[config.mk]
export PLATFORM = sky130hd
export DESIGN_NAME = memory_access
export DESIGN_NICKNAME = d
export VERILOG_FILES = /design/src/rtl/memory_access_pkg.sv /design/src/rtl/load_extend.sv /design/src/rtl/memory_access.sv
export SDC_FILE = /design/constraint.sdc
export NUM_CORES = 1
export LEC_CHECK = 0
export CAP_MARGIN = 20
export CORE_MARGIN = 2
export CORE_UTILIZATION = 36
export CTS_CLUSTER_DIAMETER = 100
export CTS_CLUSTER_SIZE = 30
export DETAILED_ROUTE_END_ITERATION = 8
export MAX_ROUTING_LAYER = met4
export PLACE_DENSITY_LB_ADDON = 0.05
export SLEW_MARGIN = 20
export SYNTH_ARGS = -nofsm -noshare
export SYNTH_HDL_FRONTEND = slang
export SYNTH_SLANG_ARGS = --single-unit
[constraint.sdc]
create_clock -name clk -period 2.1 [get_ports clk]
set_input_delay 0.315 -clock clk [delete_from_list [all_inputs] [get_ports clk]]
set_output_delay 0.315 -clock clk [all_outputs]
set_load 0.02 [all_outputs]
[src/rtl/memory_access_pkg.sv]
// Shared types and constants for the memory-stage data-bus access unit.
package memory_access_pkg;

  localparam int unsigned STROBE_W = 4;

  // Encoding 3 is reserved and handled as a word access.
  typedef enum logic [1:0] {
    MSIZE_B = 2'd0,
    MSIZE_H = 2'd1,
    MSIZE_W = 2'd2
  } msize_t;

  typedef enum logic [1:0] {
    StIdle = 2'd0,
    StAddr = 2'd1,
    StData = 2'd2,
    StHold = 2'd3
  } memacc_state_t;

endpackage

[src/rtl/load_extend.sv]
// Load data extraction: selects the addressed byte/half/word from the raw bus word
// and sign- or zero-extends it to 32 bits.
module load_extend
  import memory_access_pkg::*;
(
  input  logic [31:0] raw,
  input  logic [1:0]  offset,
  input  logic [1:0]  msize,
  input  logic        unsigned_ld,
  output logic [31:0] result
);

  logic [31:0] shifted;

  always_comb begin
    shifted = raw >> {offset, 3'b000};
    if (msize == MSIZE_B) begin
      result = {{24{~unsigned_ld & shifted[7]}}, shifted[7:0]};
    end else if (msize == MSIZE_H) begin
      result = {{16{~unsigned_ld & shifted[15]}}, shifted[15:0]};
    end else begin
      result = shifted;
    end
  end

endmodule

[src/rtl/memory_access.sv]
// Memory-stage data-bus access unit: request/response handshake, store lane alignment,
// load extension and pipeline stall. Optional MEMACC_MISALIGN_CHECK_EN enables misalign trapping.
module memory_access
  import memory_access_pkg::*;
(
  input  logic                clk,
  input  logic                reset,
  input  logic                memread,
  input  logic                memwrite,
  input  logic [1:0]          msize,
  input  logic                unsignedM,
  input  logic [31:0]         ALUoutM,
  input  logic [31:0]         WriteDataM,
  input  logic                advance,
  output logic                dreq_valid,
  output logic [31:0]         dreq_addr,
  output logic                dreq_write,
  output logic [STROBE_W-1:0] dreq_strobe,
  output logic [31:0]         dreq_data,
  input  logic                addr_ok,
  input  logic                data_ok,
  input  logic [31:0]         dresp_data,
  output logic [31:0]         ReadDataM,
  output logic                mem_stall,
  output logic                misalign
);

  memacc_state_t       state_q, state_d;
  logic [31:0]         data_q;
  logic [31:0]         load_ext;
  logic                op, complete, load_done;
  logic [1:0]          offset;
  logic [STROBE_W-1:0] lanes;

  assign op     = memread | memwrite;
  assign offset = ALUoutM[1:0];

`ifdef MEMACC_MISALIGN_CHECK_EN
  logic bad_align;
  always_comb begin
    bad_align = 1'b0;
    if (msize == MSIZE_H) begin
      bad_align = offset[0];
    end else if (msize != MSIZE_B) begin
      bad_align = |offset;
    end
  end
  assign misalign = op & bad_align;
`else
  assign misalign = 1'b0;
`endif

  always_comb begin
    state_d    = state_q;
    dreq_valid = 1'b0;
    complete   = 1'b0;
    unique case (state_q)
      StIdle, StAddr: begin
        dreq_valid = op & ~misalign;
        // A misaligned access never reaches the bus and retires in place.
        complete   = misalign | (dreq_valid & addr_ok & data_ok);
        if (complete) begin
          state_d = advance ? StIdle : StHold;
        end else if (dreq_valid & addr_ok) begin
          state_d = StData;
        end else if (dreq_valid) begin
          state_d = StAddr;
        end else begin
          state_d = StIdle;
        end
      end
      StData: begin
        if (data_ok) begin
          complete = 1'b1;
          state_d  = advance ? StIdle : StHold;
        end
      end
      StHold: begin
        if (advance) state_d = StIdle;
      end
      default: state_d = StIdle;
    endcase
  end

  assign load_done = complete & memread & ~misalign;
  assign mem_stall = op & ~complete & (state_q != StHold);
  assign ReadDataM = load_done ? load_ext : data_q;

  always_ff @(posedge clk) begin
    if (reset) begin
      state_q <= StIdle;
      data_q  <= '0;
    end else begin
      state_q <= state_d;
      if (load_done) data_q <= load_ext;
    end
  end

  load_extend u_load_extend (
    .raw         (dresp_data),
    .offset      (offset),
    .msize       (msize),
    .unsigned_ld (unsignedM),
    .result      (load_ext)
  );

  always_comb begin
    if (msize == MSIZE_B) begin
      lanes     = 4'b0001 << offset;
      dreq_data = {4{WriteDataM[7:0]}};
    end else if (msize == MSIZE_H) begin
      lanes     = 4'b0011 << {offset[1], 1'b0};
      dreq_data = {2{WriteDataM[15:0]}};
    end else begin
      lanes     = 4'b1111;
      dreq_data = WriteDataM;
    end
  end

  assign dreq_addr   = ALUoutM;
  assign dreq_write  = memwrite;
  assign dreq_strobe = memwrite ? lanes : '0;

endmodule

---- Word-level counts from Yosys, hierarchy flattened ----
Cells that the tools add are included.
cells by class
  equality and inequality tests ........... 7
  shifts and indexed selects .............. 3
  multiplexer cells ....................... 18
  bitwise logic cells ..................... 10
  reductions and logical operators ........ 4
operators with widths
  kind                 number
  $mux 32              5
  $shr 32x5->32        1
  $mux 4               3
  $mux 2               5
  $and 1x1->1          7
  $ne 2x2->1 const B   3
  $pmux 2 s3           1
  $eq 2x1->1 const B   2
  $eq 2x2->1 const B   2
  $logic_not 2->1      2
  $shl 1x2->4 const A  1
  $shl 2x2->4 const A  1
  $mux 1               3
  $not 1->1            2
  $pmux 1 s2           1
  $reduce_and 2->1     1
  $reduce_or 2->1      1
  $or 1x1->1           1
word-level totals
  bits in registers ....................... 34
  logic and storage cells ................. 44

---- Longest topological paths before layout ----
Gate-level depths: netlist (run 1).
  depth after elaboration ................. 7
  gate-level depth with buffers ........... 7

---- By module ----
From an unflattened synthesis (run 1), not the netlist that was laid out.
second synthesis, totals
  cells, all modules ...................... 411
  area total of the unflattened synthesis .. 3567.2 sq um
modules (own cells, without submodules)
  module         times used  cells each  area each (sq um)  seq. area each (sq um)
  memory_access  1           294         2834.0             680.7
  load_extend    1           117         733.2              0.0

---- Worst setup path after synthesis (run 1) ----
No wires, ideal clock.
  path type ............................... input to output
  start point ............................. input port ALUoutM[0]
  end point ............................... output port ReadDataM[24]
  data arrival time ....................... 1.632 ns
  data required time ...................... 1.785 ns
  path slack .............................. 0.153 ns
  stages .................................. 6
  path buffers ............................ 3
  path through ............................ buf_6 buf_2 buf_2 nor3_1 a22oi_1 o22ai_1
between the ends
  longest elaborated chain between the ends .. 5
  elaborated cells between the ends (all ways) .. 6
  classes of those cells .................. 1 x shift; 3 x mux; 2 x bitwise
ends and longest elaborated chain
  what                line                 RTL
  start: declaration  memory_access.sv:12  input logic [31:0] ALUoutM,
  $shr 32x5->32 (*)   load_extend.sv:16    shifted = raw >> {offset, 3'b000};
  $and 1x1->1         load_extend.sv:20    result = {{16{~unsigned_ld & shifted[15]}}, shifted[15:0]};
  $mux 32             load_extend.sv:19    end else if (msize == MSIZE_H) begin
  $mux 32 (*)         load_extend.sv:17    if (msize == MSIZE_B) begin
  $mux 32 (*)         --
  end: declaration    memory_access.sv:23  output logic [31:0] ReadDataM,
Every way passes the cells marked *; elsewhere a longest branch is shown, timed or not.

---- Worst setup path in the final report (run 1) ----
  start point ............................. register state_q[1]
  end point ............................... output port ReadDataM[30]
between the ends
  longest elaborated chain between the ends .. 5
  elaborated cells between the ends (all ways) .. 7
  classes of those cells .................. 2 x eq/ne; 2 x mux; 1 x bitwise; 2 x reduce/logical
ends and longest elaborated chain
  what                                           line                 RTL
  start: declaration                             memory_access.sv:28  memacc_state_t state_q, state_d;
  start signal: assignment                       memory_access.sv:91  state_q <= StIdle;
  start signal: assignment                       memory_access.sv:94  state_q <= state_d;
  $eq 2x1->1 or $logic_not 2->1 (tied branches)  memory_access.sv:57  unique case (state_q)
  $reduce_or 2->1                                memory_access.sv:57
  $pmux 1 s2 (*)                                 memory_access.sv:57
  $and 1x1->1 (*)                                memory_access.sv:85  assign load_done = complete & memread & ~misalign;
  $mux 32 (*)                                    --
Marked as above.

==> results of run 1 <==
critical path, delay by kind of cell, from the launching register on:
family,cells,cell delay [ns]
buffers and inverters,4,0.55
and+or+nand+nor,1,0.17
DFF,1,0.36
AOI/OAI and AO/OA,3,0.44
registers in the layout, indices dropped and copies added (netlist names):
signal,flops
data_q,32
state_q,2
placed cells by master (no fill, tap or decap), types with 7 or more instances in the layout:
cell type,instances
clkdlybuf4s50_1,89
buf_4,75
nand2_1,62
dfxtp_1,32
mux2i_1,23
a21oi_1,23
o21ai_0,22
buf_2,20
buf_6,18
mux2_2,17
a22o_1,17
dlygate4sd2_1,17
nor2_1,15
buf_12,7
Yosys cell counts, types with 2 or more instances:
cell type	instances	share of area [%]
a31oi_1	6	1.3
nor3_2	2	0.68
or3_1	6	1.3
buf_1	5	0.64
buf_6	3	1.2
o21a_1	4	1.0
o32ai_1	6	1.8
buf_2	7	1.2
inv_1	2	0.26
or2_2	2	0.43
a22o_1	17	5.1
a21oi_1	23	3.9
o21ai_0	29	4.9
o211ai_1	6	1.5
nand2_1	63	8.1
mux2i_1	27	9.2
a22oi_1	6	1.5
buf_4	46	12
nor2b_1	7	1.5
mux2_2	18	6.9
nor3_1	2	0.34
dfxtp_1	34	23
nand3_1	6	1.0
o22ai_1	6	1.3
nor3b_1	4	1.0
and2_1	2	0.43
clkbuf_1	9	1.2
nor2_1	23	2.9
layer usage:
| metal | vias up | wire length (microns) | track usage [%] |
|---|---|---|---|
| met1 | 1595 | 4460 | 29.1 |
| met5 | - | 0 | - |
| met4 | 0 | 247 | 8.57 |
| li1 | 1669 | - | - |
| met2 | 139 | 5680 | 42.6 |
| met3 | 21 | 829 | 4.98 |
repair_timing:
item	in CTS	in global routing
setup buffers	10	1
gates cloned	2	0
setup endpoints to repair	60	36
resized for setup	194	74
pin swaps	7	5
layout make-up:
type                       count  area share (%)
timing repair buffer         231            41.8
multi-input combinational    278            39.3
sequential                    34            13.5
tap                          102            2.52
clock buffer                   5            1.36
clock inverter                 3            1.36
inverter                       2           0.148
cell families (layout without fill, tap and decap cells):
family                 Yosys count  after routing  synth area share [%]
muxes                           46             46                  16.9
other                            1              1                 0.128
AOI/OAI and AO/OA              111            111                  25.2
DFF                             34             34                  23.2
buffers and inverters           72            241                  16.2
and+or+nand+nor                120            120                  18.4
power groups by stage:
stage	clock network, uW	logic [uW]	registers (uW)
final	756	1040	695
after global routing	786	1110	699
after CTS	763	990	690
after detailed placement	0	1000	703
after global placement	0	994	702
after floorplan	0	550	701
through the flow:
| stage | setup TNS (ns) | instances | area, sq um |
|---|---|---|---|
| after floorplan | 0 | 384 | 2930 |
| after global placement | -24.72 | 634 | 4670 |
| after detailed placement | -26.52 | 634 | 4670 |
| after CTS | -0.111 | 654 | 4890 |
| after global routing | -0.563 | 655 | 5070 |
| final | -0.0813 | 655 | 5070 |
final timing paths:
| check | to | slack, ns | cells past startpoint | from |
|---|---|---|---|---|
| min | data_q[6] | 0.46 | 2 | data_q[6] |
| max reg2reg | data_q[29] | 0.31 | 9 | state_q[0] |
| min reg2reg | data_q[6] | 0.46 | 2 | data_q[6] |
| max | ReadDataM[30] | -0.04 | 8 | state_q[1] |
==> flow_metrics.py, run 1 <==
metrics = {
    "place": {
        "gp_congestion": 0.907,
        "portBuffers": 148,
        "hpwl_mm": 8.30,
        "dp_slack_ns": -0.714,
    },
    "worst_setup_path": {
        "cp_common_cell": "buf_6",
        "cp_max_fo": 7,
        "worstPathCellList": "and2b_1 -> o21a_1 -> buf_12 -> buf_6 -> buf_6 -> o21ai_4 -> o22ai_2 -> buf_6",
        "critical_path.slowest_cell": "dfxtp_4",
        "path_class": "register to output pin",
        "cp.required_ns": 1.78,
        "critPathMaxStageDelay_ns": 0.36,
        "critPathArrivalTime_ns": 1.83,
        "cp-start-kind": "register",
        "end_kind": "output pin",
    },
    "layout": {
        "antennaDiodeCount": 0,
        "fill_cells": 674,
        "seq_area_sq_um": 686,
        "final_core_utilization_pct": 64.9,
        "layout-drive-gt1-share_pct": 34.9,
        "multi_input_area_sq_um": 1990,
        "area_growth_pct": 72.9,
        "nNetsFinal": 658,
    },
    "timing": {
        "hold_violations": 0,
        "finClkSkew_ns": 0.00940,
        "setup_viol": 3,
        "tightestPinTransition_ns": 0.529,
        "rsz0062_at_grt": "true",
        "maxSlewHeadroom_pct": 64.6,
        "slew_violations": 0,
        "fin_crit_ns": 2.14,
        "clock.fmax_mhz": 467,
        "holdWs_ns": 0.464,
        "finalCritPeriodShare_pct": 102,
        "layout_setup_ws_ns": -0.0418,
    },
    "clock_network": {
        "cts_tree": "done",
        "clockBufferDepth": 2,
        "cts_root_buf": "clkbuf_8",
        "cts.clk_slew.worst_paths_ns": 0.07,
        "cts_hold_buf": 0,
        "ctsHtreeMaxLevel": 2,
        "cts_made_buffers": 5,
        "clock_sinks": 34,
        "insertion_delay_ns": 0.30,
    },
    "grt": {
        "grt_overflow": 0,
        "grt_usage_pct": 24.9,
        "grt_pass1_wl_mm": 16.7,
        "antenna_found_initial": 0,
        "grt_start_max_net_pins": 25,
        "first_global_vias": 3291,
    },
    "routing": {
        "wl_mm": 11.2,
        "drt_iter0_markers": 161,
        "wl_per_cell_microns": 17.1,
        "vias": 3424,
        "route.detailed.drc": 0,
        "viasPerCell": 5.23,
        "dr.pass1.iters": 4,
        "ant_nets": 0,
    },
    "yosys": {
        "syn_nets": 490,
        "ys_dominant_reg_cell": "dfxtp_1",
        "yosysSeqAreaShare_pct": 23.2,
        "synth_edf_count": 0,
        "synth.cell_area_sq_um": 2930,
        "yosys_warnings": 0,
        "syn_avg_cell_area_sq_um": 7.64,
        "syn_inst": 384,
        "async_flop_share_pct": 0,
        "synth_seq_cells": 34,
        "ys_types": 41,
    },
    "die": {
        "pin_count": 210,
        "die_height_microns": 94.3,
        "fp.coreArea_sq_um": 7810,
        "rows": 32,
        "die_area_sq_um": 8880,
        "start_util_pct": 37.6,
        "die_w_microns": 94.3,
    },
    "power_and_ir_drop": {
        "power_frac_comb_pct": 41.7,
        "ir_drop_mv": 0.401,
        "seqPwrFrac_pct": 27.9,
        "p_int_uw": 1680,
        "power_uw": 2490,
        "switching_share_pct": 32.4,
        "power.leakage_uw": 0.00230,
        "p_sw_uw": 806,
        "powerDensity_nw_per_um2": 491,
        "pwr-share-clk_pct": 30.4,
    },
    "outcome": {
        "violations": "setup timing",
        "status": "complete, but fails checks",
    },
    "run": {
        "maxCapViolCount": 0,
    },
    "hold_path": {
        "min_path_type": "register to register",
    },
}
Note: power is estimated with default switching activity, not from simulation.
==> run 2: changes to the inputs <==
--- a/config.mk
+++ b/config.mk
@@ -11,6 +11,7 @@
 export CTS_CLUSTER_DIAMETER = 100
 export CTS_CLUSTER_SIZE = 30
 export DETAILED_ROUTE_END_ITERATION = 8
+export GPL_TIMING_DRIVEN = 0
 export MAX_ROUTING_LAYER = met4
 export PLACE_DENSITY_LB_ADDON = 0.05
 export SLEW_MARGIN = 20
==> run 2 against run 1 <==
Against the previous run: the run still ends with setup timing left; first-iteration DRC count increased by 46%; power increased by 4.0%; sequential power about the same; worst hold slack improved by 0.0056 ns; via count increased by 8.9%; cell area increased by 7.7%.
==> flow_metrics.py, run 2 (synthesis gave the netlist of run 1 again) <==
metrics = {
    "layout": {
        "fill_cells": 635,
        "layout_common_cells": "clkdlybuf4s50_1 (112), buf_4 (71), nand2_1 (63), dfxtp_1 (32), o21ai_0 (25)",
        "multi_input_area_sq_um": 2030,
        "fin_area_sq_um": 5460,
        "seq_area_sq_um": 686,
        "antennaDiodeCount": 0,
        "reg.largest.list": "data_q (32), state_q (2)",
        "area_growth_pct": 86.1,
        "layout-drive-gt1-share_pct": 33.4,
        "stdcell_count": 695,
        "final_common_cell": "clkdlybuf4s50_1",
        "largest_reg_flops": 32,
        "nNetsFinal": 698,
        "regMostFlops": "data_q",
    },
    "clock_network": {
        "clock_sinks": 34,
        "cts_hold_buf": 0,
        "insertion_delay_ns": 0.30,
        "cts_tree": "done",
        "cts.clk_slew.worst_paths_ns": 0.07,
        "clockBufferDepth": 2,
        "cts_made_buffers": 5,
        "cts_root_buf": "clkbuf_8",
        "ctsHtreeMaxLevel": 2,
    },
    "timing": {
        "rsz0062_at_grt": "true",
        "holdWs_ns": 0.469,
        "setup_viol": 5,
        "clock.fmax_mhz": 474,
        "maxSlewHeadroom_pct": 55.4,
        "hold_violations": 0,
        "finalCritPeriodShare_pct": 101,
        "finClkSkew_ns": 0.00658,
        "slew_violations": 0,
        "layout_setup_ws_ns": -0.0117,
        "fin_crit_ns": 2.11,
        "tightestPinTransition_ns": 0.669,
    },
    "grt": {
        "met1_usage_pct": 30.2,
        "grt_use_met2_pct": 45.7,
        "grt_pass1_wl_mm": 17.7,
        "grt_start_max_net_pins": 13,
        "grt_usage_pct": 26.3,
        "first_global_vias": 3459,
        "use_met3_pct": 5.54,
        "antenna_found_initial": 0,
        "grt_overflow": 0,
        "grt_busiest_layer": "met2",
    },
    "die": {
        "fp.coreArea_sq_um": 7810,
        "pin_count": 210,
        "die_height_microns": 94.3,
        "start_util_pct": 37.6,
        "die_area_sq_um": 8880,
        "die_w_microns": 94.3,
        "rows": 32,
    },
    "worst_setup_path": {
        "r2r_end": "data_q[10]",
        "worst-r2r-setup-slack_ns": 0.49,
        "cp_max_fo": 10,
        "cp.required_ns": 1.78,
        "rr_startpoint": "state_q[1]",
        "path_class": "register to output pin",
        "ff2ff_path_depth": 5,
        "cp_common_cell": "buf_6",
        "path_delay_family": "buffers and inverters",
        "crit_buf_inv": 3,
        "end_kind": "output pin",
        "critical_path.slowest_cell": "dfxtp_4",
        "critPathMaxStageDelay_ns": 0.36,
        "cp-start-kind": "register",
        "critPathArrivalTime_ns": 1.80,
        "worstPathCellList": "and2b_2 -> o21ai_2 -> buf_6 -> buf_6 -> a22o_1 -> clkdlybuf4s15_2",
    },
    "routing": {
        "route.detailed.drc": 0,
        "viasPerCell": 5.37,
        "ant_nets": 0,
        "wl_per_cell_microns": 17.7,
        "vias": 3730,
        "dr.pass1.iters": 5,
        "drt_iter0_markers": 235,
        "wl_mm": 12.3,
    },
    "place": {
        "placed_cells": 663,
        "gp_congestion": 0.874,
        "dpl_cell_area_sq_um": 4830,
        "dp_slack_ns": -1.15,
        "hpwl_mm": 9.15,
        "portBuffers": 177,
    },
    "hold_path": {
        "min_from": "data_q[2]",
        "worst_hold_path.endpoint": "data_q[2]",
        "hold_depth": 2,
        "min_path_type": "register to register",
    },
    "power_and_ir_drop": {
        "p_sw_uw": 862,
        "seqPwrFrac_pct": 26.8,
        "switching_share_pct": 33.3,
        "ir_drop_mv": 0.419,
        "power.leakage_uw": 0.00246,
        "pwr-share-clk_pct": 29.0,
        "p_int_uw": 1730,
        "power_frac_comb_pct": 44.1,
        "powerDensity_nw_per_um2": 474,
    },
    "run": {
        "maxCapViolCount": 0,
    },
    "outcome": {
        "violations": "setup timing",
        "status": "complete, but fails checks",
    },
}
## run 2: cell types whose count changed in the layout (fill, tap and decap cells not counted), sizes merged
cell and change:
clkdlybuf4s50 +23, clkdlybuf4s15 +4, dlymetal6s2s +2, dlygate4sd2 +3, clkinvlp +1, clkbuf +8
inv -1
## run 2: area by class of cell
| type | instances | share of cell area (%) |
|---|---|---|
| clock inverters | 3 | 1.26 |
| well taps | 102 | 2.34 |
| plain buffers | 69 | 10.4 |
| repair buffers | 202 | 34.9 |
| inverters | 2 | 0.206 |
| flip-flops and latches | 34 | 12.6 |
| clock buffers | 5 | 1.26 |
| multi-input cells | 278 | 37.1 |
## run 2: what timing repair did
item                       4_1_cts  5_1_grt
gates resized for setup        251       53
gates cloned                     1        1
pin swaps                        9       10
setup buffers                   16        7
setup endpoints to repair       66       36
## run 2: how the worst max path moves through the flow
stage	from	end	slack, ns	cells after the start
global placement	msize[1]	ReadDataM[14]	-1.12	7
finish	state_q[1]	ReadDataM[9]	-0.01	6
CTS	msize[0]	ReadDataM[21]	-0.02	9
detailed placement	msize[1]	ReadDataM[14]	-1.15	7
global route	state_q[1]	ReadDataM[19]	-0.06	7
floorplan	ALUoutM[0]	ReadDataM[24]	0.15	6
## run 2: layer usage
layer / part of all wire, % / vias up
met5: 0 / -
met3: 9.3 / 26
met2: 50 / 237
met1: 38 / 1725
li1: - / 1742
met4: 2.5 / 0
## run 2: power by group through the flow
| stage | combinational (uW) | clock (uW) | sequential (uW) |
|---|---|---|---|
| after floorplan | 550 | 0 | 701 |
| after global placement | 1050 | 0 | 703 |
| after detailed placement | 1060 | 0 | 705 |
| after CTS | 1090 | 758 | 689 |
| after global routing | 1210 | 794 | 698 |
| final | 1140 | 751 | 695 |
## run 2: worst reg2reg max path: cells and delay by family, from the launching register on
family,cells,cell delay [ns]
AND/OR/NAND/NOR,2,0.61
buffers and inverters,1,0.13
AO/OA/AOI/OAI,2,0.46
flip-flops,1,0.36
## run 2: per-stage QoR
stage	TNS (ns)	util, %	total power [uW]
after global routing	-0.824	69.9	2700
final	-0.0488	69.9	2590
after detailed placement	-53.97	61.9	1770
after CTS	-0.0163	67.3	2540
after global placement	-53.26	61.9	1750
after floorplan	0	-	1250
==> run 3: changes to the inputs <==
--- a/config.mk
+++ b/config.mk
@@ -5,9 +5,10 @@
 export SDC_FILE = /design/constraint.sdc
 export NUM_CORES = 1
 export LEC_CHECK = 0
-export CAP_MARGIN = 20
+export CELL_PAD_IN_SITES_DETAIL_PLACEMENT = 0
+export CELL_PAD_IN_SITES_GLOBAL_PLACEMENT = 1
 export CORE_MARGIN = 2
-export CORE_UTILIZATION = 36
+export CORE_UTILIZATION = 23
 export CTS_CLUSTER_DIAMETER = 100
 export CTS_CLUSTER_SIZE = 30
 export DETAILED_ROUTE_END_ITERATION = 8
==> run 3 against run 2 <==
Against the previous run: the run still ends with setup timing left; die area increased by 54%; final cell count increased by 8.3%; clock power decreased by 1%; largest cell class unchanged; routed wire length increased by 2.4%; clock-buffer cell count increased by 2; maximum frequency decreased by 1.1%; non-clock buffer count decreased by 12; register-to-register slack got worse by 0.04 ns; clock skew about the same; utilization decreased by 27 points; worst hold slack got worse by 0.0065 ns.
==> flow_metrics.py, run 3 (synthesis gave the netlist of run 1 again) <==
metrics = {
    "timing": {
        "clock.fmax_mhz": 468,
        "fin_crit_ns": 2.14,
        "finClkSkew_ns": 0.00697,
        "rsz0062_at_grt": "true",
        "slew_violations": 0,
        "tightestPinTransition_ns": 0.646,
        "maxSlewHeadroom_pct": 56.9,
        "hold_violations": 0,
        "setup_viol": 1,
        "layout_setup_ws_ns": -0.0359,
        "finalCritPeriodShare_pct": 102,
    },
    "grt": {
        "grt_pass1_wl_mm": 18.2,
        "antenna_found_initial": 0,
        "grt_usage_pct": 17.8,
        "grt_start_max_net_pins": 11,
        "first_global_vias": 3353,
        "grt_overflow": 0,
    },
    "routing": {
        "wl_mm": 12.6,
        "dr.pass1.iters": 4,
        "wl_per_cell_microns": 16.7,
        "drt_iter0_markers": 136,
        "viasPerCell": 4.74,
        "route.detailed.drc": 0,
        "vias": 3569,
        "ant_nets": 0,
    },
    "clock_network": {
        "cts_root_buf": "clkbuf_16",
        "cts_made_buffers": 5,
        "ctsHtreeMaxLevel": 2,
        "insertion_delay_ns": 0.28,
        "clock_sinks": 34,
        "cts.clk_slew.worst_paths_ns": 0.06,
        "cts_tree": "done",
        "clockBufferDepth": 2,
        "cts_hold_buf": 0,
    },
    "layout": {
        "antennaDiodeCount": 0,
        "largest_reg_flops": 32,
        "final_common_cell": "clkdlybuf4s50_1",
        "multi_input_area_sq_um": 1960,
        "layout-drive-gt1-share_pct": 29.4,
        "seq_area_sq_um": 686,
        "reg.largest.list": "data_q (32), state_q (2)",
        "layout_common_cells": "clkdlybuf4s50_1 (108), nand2_1 (63), buf_4 (57), dfxtp_1 (32), mux2i_1 (27)",
        "fill_cells": 1316,
        "area_growth_pct": 82.3,
        "fin_area_sq_um": 5350,
        "nNetsFinal": 686,
        "stdcell_count": 753,
        "regMostFlops": "data_q",
    },
    "run": {
        "maxCapViolCount": 0,
    },
    "die": {
        "die_area_sq_um": 13700,
        "fp.coreArea_sq_um": 12500,
        "die_height_microns": 117,
        "start_util_pct": 23.4,
        "pin_count": 210,
        "die_w_microns": 117,
        "rows": 41,
    },
    "place": {
        "portBuffers": 177,
        "dpl_cell_area_sq_um": 4920,
        "gp_congestion": 0.838,
        "hpwl_mm": 9.80,
        "placed_cells": 733,
    },
    "worst_setup_path": {
        "cp_max_fo": 10,
        "ff2ff_path_depth": 5,
        "worstPathCellList": "and2b_1 -> o21a_4 -> buf_12 -> buf_12 -> o211ai_1 -> buf_4 -> nand2_1 -> buf_6",
        "cp_common_cell": "buf_12",
        "end_kind": "output pin",
        "critical_path.slowest_cell": "dfxtp_4",
        "critPathMaxStageDelay_ns": 0.35,
        "worst-r2r-setup-slack_ns": 0.45,
        "cp.required_ns": 1.78,
        "cp-start-kind": "register",
        "path_class": "register to output pin",
        "critPathArrivalTime_ns": 1.82,
    },
    "hold_path": {
        "hold_depth": 2,
        "min_path_type": "register to register",
    },
    "power_and_ir_drop": {
        "ir_drop_mv": 0.275,
        "power.leakage_uw": 0.00241,
        "powerDensity_nw_per_um2": 473,
    },
    "outcome": {
        "violations": "setup timing",
        "status": "complete, but fails checks",
    },
}
[run 3: cell count changes in the layout (fill, tap and decap cells not counted), sizes merged, moves of 2 or more]
cell	previous run	this run
dlygate4sd2	20	25
buf	120	107
clkdlybuf4s50	112	108
bufinv	2	0
[run 3: layout make-up]
| cell class | count | area share (%) |
|---|---|---|
| Timing Repair Buffer | 190 | 32.9 |
| Tap cell | 172 | 4.02 |
| Sequential cell | 34 | 12.8 |
| Multi-Input combinational cell | 278 | 36.7 |
| Buffer | 69 | 10.6 |
| Clock buffer | 7 | 2.67 |
| Clock inverter | 1 | 0.0936 |
| Inverter | 2 | 0.140 |
[run 3: final timing paths]
check	start	end
max	state_q[1]	ReadDataM[3]
min	data_q[3]	data_q[3]
max reg2reg	state_q[1]	data_q[10]
min reg2reg	data_q[3]	data_q[3]
[run 3: worst max-delay path, delay by kind of cell (launching register included)]
family,cells,cell delay (ns)
and+or+nand+nor,2,0.26
DFF,1,0.35
AOI/OAI and AO/OA,2,0.34
buffers and inverters,4,0.58
[run 3: through the flow]
| step | setup TNS (ns) | hold WS, ns | total power (uW) | setup WS [ns] | utilization (%) |
|---|---|---|---|---|---|
| after CTS | -0.0332 | 0.465 | 2540 | -0.0116 | 42.6 |
| after global placement | -66.79 | 0.451 | 1770 | -1.37 | 39.3 |
| after floorplan | 0 | 0.412 | 1250 | 0.153 | - |
| after detailed placement | -66.02 | 0.457 | 1780 | -1.28 | 39.3 |
| after global routing | -0.991 | 0.479 | 2650 | -0.0778 | 42.7 |
| final | -0.0359 | 0.463 | 2530 | -0.0359 | 42.7 |
[run 3: what timing repair did]
action,4_1_cts,5_1_grt
setup endpoints to repair,75,33
buffers inserted,10,0
cloned,3,0
pin swaps,12,4
resized for setup,256,22
[run 3: where the power goes]
group | leakage [uW] | total [uW] | switching, uW | internal (uW)
Sequential | 0.000277 | 691 | 14.9 | 676
Clock | 0.0000739 | 742 | 272 | 470
Combinational | 0.00206 | 1090 | 554 | 540
[run 3: metal layers]
metal  share of wire [%]  global-route usage (%)  vias up
met4                0.95                    2.82        0
met2                  50                    29.3      125
li1                    -                       -     1733
met1                  42                    23.9     1701
met5                   0                       -        -
met3                 6.6                    2.52       10
